===== src/rtl/alu_arb_ctrl.sv =====
// Round-robin arbiter/sequencer sharing one combinational ALU between NREQ requesters.
// Optional macro ALU_ARB_FLAGS_EN: capture and return {zero,over,cout}; otherwise rsp_flags is 0.
module alu_arb_ctrl #(
  parameter int W    = 4,
  parameter int NREQ = 2,
  localparam int IDW = $clog2(NREQ)
) (
  input  logic                  clk,
  input  logic                  rst_n,
  input  logic [NREQ-1:0]       req_valid,
  output logic [NREQ-1:0]       req_ready,
  input  logic [3*NREQ-1:0]     req_op,
  input  logic [W*NREQ-1:0]     req_a,
  input  logic [W*NREQ-1:0]     req_b,
  output logic [W-1:0]          alu_a,
  output logic [W-1:0]          alu_b,
  output logic [2:0]            alu_ch,
  input  logic [W-1:0]          alu_f,
  input  logic                  alu_zero,
  input  logic                  alu_over,
  input  logic                  alu_cout,
  output logic                  rsp_valid,
  input  logic                  rsp_ready,
  output logic [IDW-1:0]        rsp_id,
  output logic [W-1:0]          rsp_f,
  output logic [2:0]            rsp_flags
);

  localparam logic [1:0] IDLE = 2'd0;
  localparam logic [1:0] EXEC = 2'd1;
  localparam logic [1:0] RESP = 2'd2;

  logic [1:0]                state;
  logic [IDW-1:0]            rr_ptr;
  logic [IDW-1:0]            grant;
  logic                      any_vld;
  logic [NREQ-1:0][2:0]      op_arr;
  logic [NREQ-1:0][W-1:0]    a_arr;
  logic [NREQ-1:0][W-1:0]    b_arr;
  logic [IDW-1:0]            hi_id, lo_id;
  logic                      hi_hit, lo_hit;

  assign op_arr = req_op;
  assign a_arr  = req_a;
  assign b_arr  = req_b;

  // Two priority scans: first valid at/after rr_ptr, else first valid from 0 (the wrap).
  always_comb begin
    hi_id  = '0;
    lo_id  = '0;
    hi_hit = 1'b0;
    lo_hit = 1'b0;
    for (int i = 0; i < NREQ; i++) begin
      if (!hi_hit && req_valid[i] && (i >= int'(rr_ptr))) begin
        hi_hit = 1'b1;
        hi_id  = IDW'(i);
      end
      if (!lo_hit && req_valid[i]) begin
        lo_hit = 1'b1;
        lo_id  = IDW'(i);
      end
    end
    any_vld = lo_hit;
    grant   = hi_hit ? hi_id : lo_id;
  end

  always_comb begin
    req_ready = '0;
    if (state == IDLE && any_vld) req_ready[grant] = 1'b1;
  end

  always_ff @(posedge clk or negedge rst_n) begin
    if (!rst_n) begin
      state     <= IDLE;
      rr_ptr    <= '0;
      rsp_valid <= 1'b0;
      rsp_id    <= '0;
      rsp_f     <= '0;
      alu_a     <= '0;
      alu_b     <= '0;
      alu_ch    <= '0;
    end else begin
      case (state)
        IDLE: if (any_vld) begin
          alu_ch <= op_arr[grant];
          alu_a  <= a_arr[grant];
          alu_b  <= b_arr[grant];
          rsp_id <= grant;
          state  <= EXEC;
        end
        EXEC: begin
          rsp_f     <= alu_f;
          rsp_valid <= 1'b1;
          state     <= RESP;
        end
        RESP: if (rsp_ready) begin
          rsp_valid <= 1'b0;
          rr_ptr    <= (rsp_id == IDW'(NREQ-1)) ? '0 : rsp_id + 1'b1;
          state     <= IDLE;
        end
        default: state <= IDLE;
      endcase
    end
  end

`ifdef ALU_ARB_FLAGS_EN
  logic [2:0] flags_q;
  always_ff @(posedge clk or negedge rst_n) begin
    if (!rst_n)              flags_q <= '0;
    else if (state == EXEC)  flags_q <= {alu_zero, alu_over, alu_cout};
  end
  assign rsp_flags = flags_q;
`else
  logic unused_flags;
  assign unused_flags = ^{alu_zero, alu_over, alu_cout};
  assign rsp_flags    = 3'b000;
`endif

endmodule

===== config.mk =====
export PLATFORM = sky130hd
export DESIGN_NAME = alu_arb_ctrl
export DESIGN_NICKNAME = d
export VERILOG_FILES = /design/src/rtl/alu_arb_ctrl.sv
export SDC_FILE = /design/constraint.sdc
export NUM_CORES = 1
export LEC_CHECK = 0
export CAP_MARGIN = 5
export CORE_MARGIN = 4
export CORE_UTILIZATION = 50
export DETAILED_ROUTE_END_ITERATION = 16
export DONT_BUFFER_PORTS = 1
export GPL_TIMING_DRIVEN = 0
export PLACE_DENSITY = 0.61
export SLEW_MARGIN = 20
export SYNTH_ARGS = -nofsm -noshare
export SYNTH_HDL_FRONTEND = slang
export SYNTH_SLANG_ARGS = --single-unit

===== constraint.sdc =====
create_clock -name clk -period 3.7 [get_ports clk]
set_clock_uncertainty 0.15 [all_clocks]
set_input_delay 0.555 -clock clk [delete_from_list [all_inputs] [get_ports clk]]
set_output_delay 0.555 -clock clk [all_outputs]
set_load 0.05 [all_outputs]

==> out/results.md, run 1 <==
- count of cells along the worst register-to-register path: 4
- CTS hold repair buffers: 1
- post-synthesis instance total: 98
- fraction of the cycle the final worst path needs: 0.631
- Via density: 5.25
- largest family of logic cells by synthesized area: compound AO/OA/AOI/OAI gates
- area of the placeable core: 0.00176 mm²
- number of failing setup endpoints in the final timing report: 0
- weighted congestion reported at the end of routability-driven placement: 0.685
- clock latency of the later-clocked register in the worst-skew pair: 0.29 ns
- die width: 51.4 µm
- normalized max-slew margin: 0.401
- synthesized area divided by synthesized cell count: 9.61 µm²
- clock tree root buffer cell: clkbuf_4
- Crit Path Class: reg -> out
- endpoints failing hold: 0
- worst flop-to-flop path startpoint: state[1]$_DFFE_PN0P_
- unrepaired setup endpoints after global routing: no
- endpoint of the most critical register-to-register path: alu_a[2]$_DFFE_PN0P_
- Initial Utilization: 0.534
- count of distinct cell types in the synthesized netlist: 21
- Switch Pwr: 626 µW
- total power divided by cell area: 1100 mW/mm²
- Final Critical Period: 2.33 ns
- floorplan row count: 15
- worst ir drop on vdd: 0.000623 V
- HPWL Detailed: 1.42 mm
- count of state elements after synthesis: 20
- number of buffers created by CTS: 3
- WHS Path Cells: 1
- startpoint of the worst hold path: alu_f[1]
- vias in the first global route: 648
- slack of the critical path: 1.37 ns
- register share of total power: 0.649
- portion of total power attributed to the clock network: 0.088
- PortBufs: 0
- Gates resized, CTS repair: 0
- part of the Yosys area used for sequential elements: 0.531
- status: complete, no violations
- total detailed-routing wirelength: 1.88 mm
- share of the synthesized area in compound gates (AO/OA/AOI/OAI): 0.182
- register-to-register setup slack: 2.28 ns
- internal cell power: 494 µW
- number of H-tree levels: 1
- sum of negative setup slack: 0 ns
- Total Die Area: 0.00264 mm²
- global route total overflow: 0
- Fill cells: 181
- Die Height: 51.4 µm
- Yosys warning count: 0
- Slew @ Worst Pin: 0.895 ns
- routed vias: 677
- Syn-to-layout area delta: 7.57%
- mux contribution to synthesized area: 0.0478
- Sinks on Clock Net: 20
- leakage power figure: 0.000531 µW
- number of nets with antenna violations after detailed routing: 0
- CP startpoint kind: register
- initial antenna violation count: 0
- final-report max-slew violation count: 0
- worst min-delay path class: in -> reg
- clock-pin slew on the worst setup and hold paths: 0.10 ns
- setup fix buffers added after clock tree synthesis: 0
- endpoint with the worst hold slack: rsp_f[1]$_DFFE_PN0P_
- clock tree from TritonCTS: built
- synthesized-area fraction occupied by xor and xnor cells: 0
- average wire per cell in the routed design: 14.6 µm
- worst-path maximum fanout: 10
- post-synthesis simple-gate area fraction: 0.0837
- maximum achievable frequency: 0.429 GHz
- switching power as a share of total power: 0.559
- crit end category: output port
- critical path data arrival time: 1.63 ns
- post-synthesis share of cell area spent on full adders, half adders and majority gates: 0
- maximum clock path buffer count: 2
- max-capacitance violation count: 0
- drt initial violations: 3
- net count of the finished layout: 140
- CP required: 2.99 ns
- number of antenna repair diodes: 0
- share of final-layout standard cells stronger than drive strength 1: 0.154
- I/O pin count: 56
- Global Route Usage Sum: 0.148
- summed instance area of the synthesized netlist: 942 µm²
- Detailed Routing Iterations Pass 1: 4
- worst slack, placed: 1.67 ns
- global-route wire length before repair: 2.91 mm
- maximum number of pins on one net before global-route repair: 21
- remaining design rule violation count: 0
- combinational cell fraction of total power: 0.263
[stage by stage]
stage                util  instances  total power (µW)  cell area (µm²)  hold slack (ns)
floorplan               -        100               964              950            0.109
global placement    0.556        125              1020              981            0.110
detailed placement  0.556        125              1030              981            0.110
CTS                 0.574        129              1140             1010            0.249
global route        0.574        129              1190             1010            0.245
finish              0.574        129              1120             1010            0.259
[worst max-delay path: stages, from the launching register on]
cell and delay, ns:
dfrtp_1 0.45, nor2_1 0.16, nand3_1 0.16, buf_2 0.23, inv_1 0.34
[worst max path at each step]
| stage | from | to | slack, ns | depth (start not counted) |
|---|---|---|---|---|
| after global routing | state[1]$_DFFE_PN0P_ | req_ready[1] | 1.27 | 4 |
| after floorplan | req_valid[0] | req_ready[1] | 1.78 | 4 |
| after CTS | state[1]$_DFFE_PN0P_ | req_ready[1] | 1.33 | 4 |
| final | state[1]$_DFFE_PN0P_ | req_ready[1] | 1.37 | 4 |
| after global placement | req_valid[0] | req_ready[1] | 1.69 | 4 |
| after detailed placement | req_valid[0] | req_ready[1] | 1.67 | 4 |
[cell usage after synthesis]
| library cell | count | area (µm²) |
|---|---|---|
| a21oi_1 | 2 | 10.0 |
| buf_2 | 2 | 10.0 |
| buf_4 | 3 | 22.5 |
| buf_6 | 1 | 11.3 |
| clkbuf_2 | 1 | 5.00 |
| conb_1 | 1 | 3.75 |
| dfrtp_1 | 20 | 500 |
| inv_1 | 25 | 93.8 |
| mux2_2 | 4 | 45.0 |
| nand2_1 | 4 | 15.0 |
| nand2b_1 | 1 | 6.26 |
| nand3_1 | 2 | 10.0 |
| nand3b_1 | 1 | 7.51 |
| nor2_1 | 3 | 11.3 |
| nor2b_2 | 1 | 8.76 |
| nor3b_1 | 1 | 7.51 |
| o21ai_0 | 5 | 25.0 |
| o21ai_1 | 8 | 40.0 |
| o221ai_1 | 11 | 96.3 |
| or2_1 | 1 | 6.26 |
| or2_2 | 1 | 6.26 |
[cells by family after synthesis]
kind of cell / Yosys count
mux: 4
buf+inv: 32
other cells: 1
compound gates: 26
flops: 20
simple gates: 15
[layout by cell type, fill, tap and decap left out, drive strengths merged]
cell,instances
a21oi,2
buf,6
clkbuf,4
conb,3
dfrtp,20
dlygate4sd3,1
inv,25
mux2,4
nand2,4
nand2b,1
nand3,2
nand3b,1
nor2,3
nor2b,1
nor3b,1
o21ai,13
o221ai,11
or2,2
[layout make-up]
cell class | instances | area (µm²) | share of cell area
clock buffer | 3 | 22.5 | 0.0222
sequential | 20 | 500 | 0.494
tap | 25 | 31.3 | 0.0309
timing repair buffer | 1 | 10.0 | 0.00988
buffer | 7 | 48.8 | 0.0481
inverter | 25 | 93.8 | 0.0926
multi-input combinational | 48 | 307 | 0.302
[sequential cells by signal, summed over array words and instances, names as in the netlist]
| name | cells |
|---|---|
| rsp_valid | 1 |
| state | 2 |
| rsp_id | 1 |
| alu_ch | 3 |
| alu_b | 4 |
| rr_ptr | 1 |
| alu_a | 4 |
| rsp_f | 4 |
[per-layer routing]
metal / up-vias / wire [µm] / GRT usage
li1: 326 / - / -
met1: 313 / 847 / 0.194
met3: 3 / 154 / 0.0554
met5: - / 0 / 0
met4: 0 / 22 / 0.0655
met2: 35 / 857 / 0.218
[power groups by stage]
stage                     Clock [µW]  Sequential (µW)  Combinational, µW
final                           98.9              726                295
after CTS                        105              730                301
after detailed placement           0              736                295
after floorplan                    0              710                254
after global routing             114              741                334
after global placement             0              732                284
Power figures use the tool's default switching activity.
==> run 2, diff against run 1 <==
- PLACE_DENSITY: 0.61 -> 0.64
- clock period: 3.7 -> 1.9 ns (I/O delays scaled with it)
==> run 2 against run 1 <==
Against the previous run: largest power group unchanged; final area rose by 12%; critical path depth unchanged; non-clock buffer count increased by 10; register-to-register slack lost 1.8 ns; via count grew 7.4%; combinational power up 130%; first-iteration DRC count increased to 3.3 times the previous value; hold slack got worse by 0.25 ns.
==> out/results.md, run 2 (synthesis gave the netlist of run 1 again) <==
- status: complete, no violations
- drt initial violations: 10
- maximum achievable frequency: 0.551 GHz
- Critical Path Start: state[1]$_DFFE_PN0P_
- crit path capture: req_ready[0]
- normalized max-slew margin: 0.417
- die width: 51.4 µm
- met3 track demand over resource: 0.0612
- CP required: 1.46 ns
- average wire per cell in the routed design: 14.0 µm
- commonest cells after routing, fill and taps aside: inv_1 (23), dfrtp_1 (19), o221ai_1 (11), dlygate4sd3_1 (9), o21ai_1 (8)
- Slew @ Worst Pin: 0.871 ns
- Max stage delay on crit path: 0.44 ns
- total power divided by cell area: 1990 mW/mm²
- Crit Path Class: reg -> out
- Total Die Area: 0.00264 mm²
- initial antenna violation count: 0
- Final Critical Period: 1.81 ns
- number of nets with antenna violations after detailed routing: 0
- clock tree from TritonCTS: built
- number of failing setup endpoints in the final timing report: 0
- minimum hold slack: 0.0106 ns
- most frequent standard cell in the layout excluding fill and tap cells: inv_1
- register-to-register setup slack: 0.47 ns
- clock tree root buffer cell: clkbuf_4
- crit end category: output port
- fraction of the cycle the final worst path needs: 0.955
- met1 track demand over resource in global routing: 0.184
- routing layer with the top usage in global route: met2
- net count of the finished layout: 150
- share of final-layout standard cells stronger than drive strength 1: 0.211
- worst ir drop on vdd: 0.00126 V
- worst min-delay path class: in -> reg
- Slowest-stage cell, CP: dfrtp_2
- area of the placeable core: 0.00176 mm²
- Global Route Usage Sum: 0.153
- clock-pin slew on the worst setup and hold paths: 0.10 ns
- I/O pin count: 56
- final-report max-slew violation count: 0
- CP startpoint kind: register
- Detailed Routing Iterations Pass 1: 4
- Initial Utilization: 0.534
- maximum clock path buffer count: 2
- weighted congestion reported at the end of routability-driven placement: 0.661
- routed vias: 727
- Sinks on Clock Net: 20
- floorplan row count: 15
- remaining design rule violation count: 0
- number of antenna repair diodes: 0
- vias in the first global route: 702
- HPWL Detailed: 1.42 mm
- total detailed-routing wirelength: 1.95 mm
- leakage power figure: 0.000564 µW
- unrepaired setup endpoints after global routing: no
- Die Height: 51.4 µm
- Syn-to-layout area delta: 20.8%
- worst-path maximum fanout: 10
- endpoint of the most critical register-to-register path: rsp_f[3]$_DFFE_PN0P_
- number of buffers created by CTS: 3
- cells along the critical path: nor2_2 -> nand3_2 -> buf_4 -> clkinvlp_4
- worst flop-to-flop path startpoint: state[1]$_DFFE_PN0P_
- Fill cells: 168
- global route total overflow: 0
- cell depth of the worst setup path: 4
- PortBufs: 0
- family with the most delay on the worst path: flip-flops
- number of H-tree levels: 1
- clock latency of the later-clocked register in the worst-skew pair: 0.28 ns
- Via density: 5.23
- maximum number of pins on one net before global-route repair: 21
- max-capacitance violation count: 0
- global-route wire length before repair: 3.06 mm
- sum of negative setup slack: 0 ns
- number of buffers and inverters on the critical path: 2
- critical path data arrival time: 1.38 ns
- count of cells along the worst register-to-register path: 3
- GR Layer Usage met2: 0.252
- biggest regs: alu_a x4, alu_b x4, rsp_f x4
- endpoints failing hold: 0
==> run 2: per-layer routing <==
metal  share of wire  routed length [µm]  vias up
met4               0                   0        0
met1            0.43                 839      345
met2            0.48                 926       32
met5               0                   0        -
li1                -                   -      350
met3           0.094                 183        0
==> run 2: how the worst min path moves through the flow <==
| stage | from | end | slack [ns] | depth (start not counted) |
|---|---|---|---|---|
| after global placement | rst_n | alu_b[1]$_DFFE_PN0P_ | -0.16 | 0 |
| final | req_a[6] | alu_a[2]$_DFFE_PN0P_ | 0.01 | 2 |
| after global routing | req_a[4] | alu_a[0]$_DFFE_PN0P_ | 0.006 | 2 |
| after detailed placement | rst_n | alu_b[1]$_DFFE_PN0P_ | -0.16 | 0 |
| after CTS | req_b[7] | alu_b[3]$_DFFE_PN0P_ | 0.0002 | 2 |
| after floorplan | rst_n | alu_a[0]$_DFFE_PN0P_ | -0.16 | 0 |
==> run 2: metrics by stage <==
stage          total power (µW)  setup slack, ns  cells  cell area (µm²)   util
3_5_place_dp               2010            0.167    125              981  0.556
2_1_floorplan              1880            0.301    100              950      -
5_1_grt                    2400          0.00214    139             1140  0.645
6_report                   2270           0.0856    139             1140  0.645
4_1_cts                    2250           0.0323    136             1100  0.626
3_3_place_gp               1980            0.164    125              981  0.556
==> run 2: area by class of cell <==
class / count / area (µm²) / area share
timing repair buffer: 11 / 105 / 0.0923
tap: 25 / 31.3 / 0.0275
inverter: 25 / 101 / 0.0890
sequential: 20 / 502 / 0.441
clock buffer: 3 / 22.5 / 0.0198
buffer: 7 / 57.6 / 0.0505
multi-input combinational: 48 / 319 / 0.280
==> run 2: where the power goes <==
| group | leakage, µW | switching [µW] | internal (µW) | total [µW] |
|---|---|---|---|---|
| sequential | 0.000242 | 785 | 628 | 1410 |
| clock | 0.0000138 | 113 | 73.6 | 186 |
| combinational | 0.000307 | 350 | 318 | 668 |
==> run 2: worst reg2reg max path: stages (launching register included) <==
cell and delay, ns:
dfrtp_2 0.44, buf_4 0.15, nor2b_2 0.22, mux2_2 0.37
==> run 2: what timing repair did <==
item | 4_1_cts | 5_1_grt
hold buffers | 8 | 1
endpoints found under the hold margin | 27 | 1
pin swaps | 0 | 2
endpoints found under the setup margin | 2 | 2
setup buffers | 0 | 2
resized for setup | 6 | 3
==> run 3, diff against run 2 <==
- HOLD_SLACK_MARGIN: not set -> 0.06
==> run 3 against run 2 <==
Against the previous run: the run now ends with setup timing left; register-to-register slack got worse by 0.48 ns; sequential share of layout area fell by 7.0 points; critical path depth did not move.
==> out/results.md, run 3 (synthesis gave the netlist of run 1 again) <==
- status: complete, but fails checks
- violated checks: setup timing
- area of the placeable core: 0.00176 mm²
- initial antenna violation count: 0
- net count of the finished layout: 171
- clock latency of the later-clocked register in the worst-skew pair: 0.29 ns
- Slowest-stage cell, CP: dlygate4sd3_1
- worst flop-to-flop path startpoint: state[0]$_DFFE_PN0P_
- remaining design rule violation count: 0
- Global Route Usage Sum: 0.175
- Slew @ Worst Pin: 0.881 ns
- Initial Utilization: 0.534
- clock-pin slew on the worst setup and hold paths: 0.11 ns
- endpoints failing hold: 0
- global route total overflow: 0
- Design Area, Final: 0.00136 mm²
- maximum achievable frequency: 0.524 GHz
- global-route wire length before repair: 3.48 mm
- Detailed Routing Iterations Pass 1: 4
- share of final-layout standard cells stronger than drive strength 1: 0.207
- leakage power figure: 0.000657 µW
- critical path data arrival time: 1.94 ns
- Sinks on Clock Net: 20
- endpoint with the worst hold slack: rsp_valid$_DFFE_PN0P_
- commonest cells after routing, fill and taps aside: dlygate4sd3_1 (28), inv_1 (23), dfrtp_1 (18), o221ai_1 (11), o21ai_1 (9)
- cell area after placement: 981 µm²
- most frequent standard cell in the layout excluding fill and tap cells: dlygate4sd3_1
- I/O pin count: 56
- maximum number of pins on one net before global-route repair: 21
- max-capacitance violation count: 0
- Via density: 5.14
- crit end category: register
- PortBufs: 0
- Max stage delay on crit path: 0.58 ns
- vias in the first global route: 777
- CP startpoint kind: register
- HPWL Detailed: 1.42 mm
- final-report max-slew violation count: 0
- Die Height: 51.4 µm
- Syn-to-layout area delta: 44.0%
- startpoint of the worst hold path: rsp_ready
- drt initial violations: 8
- count of cells along the worst register-to-register path: 4
- family with the most delay on the worst path: buffers and inverters
- number of buffers created by CTS: 3
- fraction of the cycle the final worst path needs: 1.00
- die width: 51.4 µm
- area taken by multi-input logic gates: 327 µm²
- unrepaired setup endpoints after global routing: yes
- minimum hold slack: 0.109 ns
- maximum clock path buffer count: 2
- Critical Path Start: state[0]$_DFFE_PN0P_
- register-to-register setup slack: -0.009 ns
- number of failing setup endpoints in the final timing report: 1
- average wire per cell in the routed design: 14.4 µm
- slack of the critical path: -0.00882 ns
- number of nets with antenna violations after detailed routing: 0
- worst ir drop on vdd: 0.00129 V
- Fill cells: 130
- clock tree root buffer cell: clkbuf_4
- Final Critical Period: 1.91 ns
- number of H-tree levels: 1
- routed vias: 822
- biggest regs: alu_a x4, alu_b x4, rsp_f x4
- cells along the critical path: or2_4 -> o21ai_0 -> o221ai_1 -> dlygate4sd3_1
- Total Die Area: 0.00264 mm²
- Storage cell area: 503 µm²
- normalized max-slew margin: 0.411
- endpoint of the most critical register-to-register path: alu_ch[2]$_DFFE_PN0P_
- number of antenna repair diodes: 0
- worst-path maximum fanout: 4
- clock tree from TritonCTS: built
- CP required: 1.94 ns
- worst min-delay path class: in -> reg
- Crit Path Class: reg -> reg
- total detailed-routing wirelength: 2.30 mm
- floorplan row count: 15
- total power divided by cell area: 1790 mW/mm²
- WHS Path Cells: 3
- weighted congestion reported at the end of routability-driven placement: 0.661
- number of buffers and inverters on the critical path: 1
[run 3: repair_timing]
action                                  CTS  global route
gates cloned                              0             0
endpoints found under the setup margin    2             5
resized for setup                         6             8
pin swaps                                 0             1
buffers inserted                          0             4
endpoints found under the hold margin    36             0
hold buffers                             28             0
[run 3: worst max-delay path by stage]
| stage | end | cells past startpoint | slack [ns] |
|---|---|---|---|
| after floorplan | req_ready[1] | 4 | 0.30 |
| after global placement | req_ready[1] | 4 | 0.16 |
| after detailed placement | req_ready[1] | 4 | 0.17 |
| after CTS | req_ready[0] | 4 | 0.03 |
| after global routing | alu_ch[2]$_DFFE_PN0P_ | 4 | -0.08 |
| final | alu_ch[2]$_DFFE_PN0P_ | 4 | -0.009 |
[run 3: metrics by stage]
stage / power, µW / cells / utilization / setup WS, ns / TNS [ns]
5_1_grt: 2560 / 160 / 0.769 / -0.0828 / -0.0871
3_3_place_gp: 1980 / 125 / 0.556 / 0.164 / 0
2_1_floorplan: 1880 / 100 / - / 0.301 / 0
6_report: 2430 / 160 / 0.769 / -0.00882 / -0.00882
3_5_place_dp: 2010 / 125 / 0.556 / 0.167 / 0
4_1_cts: 2330 / 156 / 0.739 / 0.0323 / 0
[run 3: tightest hold or removal path, stage by stage]
cell	delay, ns
nand2_1	0.04
a21oi_1	0.13
a21oi_1	0.06
[run 3: layout make-up]
type | instances | share of cell area
multi-input cells | 48 | 0.241
flip-flops and latches | 20 | 0.371
plain buffers | 7 | 0.0452
repair buffers | 32 | 0.229
clock buffers | 3 | 0.0166
inverters | 25 | 0.0747
well taps | 25 | 0.0231
[run 3: routing by layer]
metal / up-vias / GRT usage / wire length [µm]
met5: - / 0 / 0
met4: 0 / 0.0393 / 0
met3: 0 / 0.0612 / 232
met2: 39 / 0.305 / 1190
met1: 390 / 0.206 / 884
li1: 393 / - / -
[run 3: power by group]
| part | switching (µW) | internal, µW |
|---|---|---|
| Sequential | 797 | 630 |
| Clock | 120 | 73.6 |
| Combinational | 384 | 425 |
| Total | 1300 | 1130 |
==> RTL edit, RTL diff (settings of run 2) <==
Set the parameter `NREQ` to 4 (it was 2).
--- a/src/rtl/alu_arb_ctrl.sv
+++ b/src/rtl/alu_arb_ctrl.sv
@@ -3,5 +3,5 @@
 module alu_arb_ctrl #(
   parameter int W    = 4,
-  parameter int NREQ = 2,
+  parameter int NREQ = 4,
   localparam int IDW = $clog2(NREQ)
 ) (
Interface: changed (6 resized); port bits go from 56 to 83. No check against the original RTL was run, so the function may have changed too.
==> RTL edit against run 2 <==
  * The flow now finishes with violations (negative setup slack)
  * Sequential share of layout area is 13 points lower
  * Wire length is 100% higher
  * Sequential power is 11% higher
  * Largest cell class is now multi-input gates
  * Total power is 56% higher
  * Design area is 58% higher
  * Die area is 37% higher
  * Sequential cell count is 2 higher
  * Clock power is 16% higher
  * Synthesized area is 44% higher
  * Register-to-register slack worse by 640 ps
  * Worst setup slack worse by 530 ps
==> RTL edit: results <==
[outcome]
status = "finished, violations left"
failed_checks = "negative setup slack"

[worst_setup_path]
path_delay_family = "simple AND/OR/NAND/NOR gates"
crit_slowest_cell = "nor3_4"
crit_fanout = 5
crit_start = "rr_ptr[1]$_DFFE_PN0P_"
r2r_end = "alu_ch[2]$_DFFE_PN0P_"
r2r_slack_ps = -170
r2r_cells = 8

[synthesis]
ys_types = 39
synth-seq-area-share = 0.4052
synth_area_leaders = "dfrtp_1, mux2i_1, o31a_1, nand2_1, mux2_2"
postSynthCellCount = 129

[cts]
ctsResizeCount = 33
clk_pin_slew_ps = 130
insertion_delay_ps = 310
clock_sinks = 22

[power_and_ir_drop]
p_sw_w = 0.001857
power_density_nw_per_um2 = 1968
power_leakage_nw = 0.8482
pwr.group.sequential_w = 0.00156
pg_comb_w = 0.00177
cellInternalPower_w = 0.001691

[route]
drtIter0Drc = 120
routed-via-count = 1147
drt_wl_total_mm = 3.899

[finish]
ff_latch_area_um2 = 551.8
num-multi-input-gates = 96
multi_input_area_um2 = 793.3
signal_buffers = 36
fillCellCount = 199
clock_area_frac = 0.01249
inv_count = 4
fin_cells = 191
buffer_area_frac = 0.2117
fin_nets = 222
drive_gt1_frac = 0.3478

[global_routing]
grt_use_total = 0.2062
grt_pass1_vias = 1181
grt_pass1_wl_mm = 5.444
grt_start_max_net_pins = 23

[placement]
pre_cts_ws_ps = -433.9
dp.cells = 161
gp_congestion = 0.7100

[sta]
fin_hold_ws_ps = 0.7024
worstMarginPinSlew_ps = 542.2
setup_slack_ps = -443.4
setup_viol = 15
## RTL edit: cell types whose count changed in the layout (fill, tap and decap cells not counted), moves of 3 or more
cell and change:
o31a_1 +8, o221ai_1 -11, nor2b_1 +3, mux2_4 +4
buf_4 +8, mux2i_1 +17, inv_1 -20, buf_8 +3
buf_12 +3, o21ai_0 -5, nand2_1 +11
## RTL edit: cell families after synthesis
| group | count (synthesis) | synth area share |
|---|---|---|
| other | 1 | 0.002760 |
| and+or+nand+nor | 36 | 0.1289 |
| buffers and inverters | 13 | 0.06997 |
| AOI/OAI and AO/OA | 29 | 0.1685 |
| muxes | 27 | 0.2155 |
| DFF | 22 | 0.4052 |
| adders and majority gates | 1 | 0.009207 |
## RTL edit: per-layer routing
layer,global-route usage,part of all wire
met2,0.3627,0.54
met1,0.2440,0.38
met4,0.07278,0.0033
met3,0.04536,0.075
met5,0,0
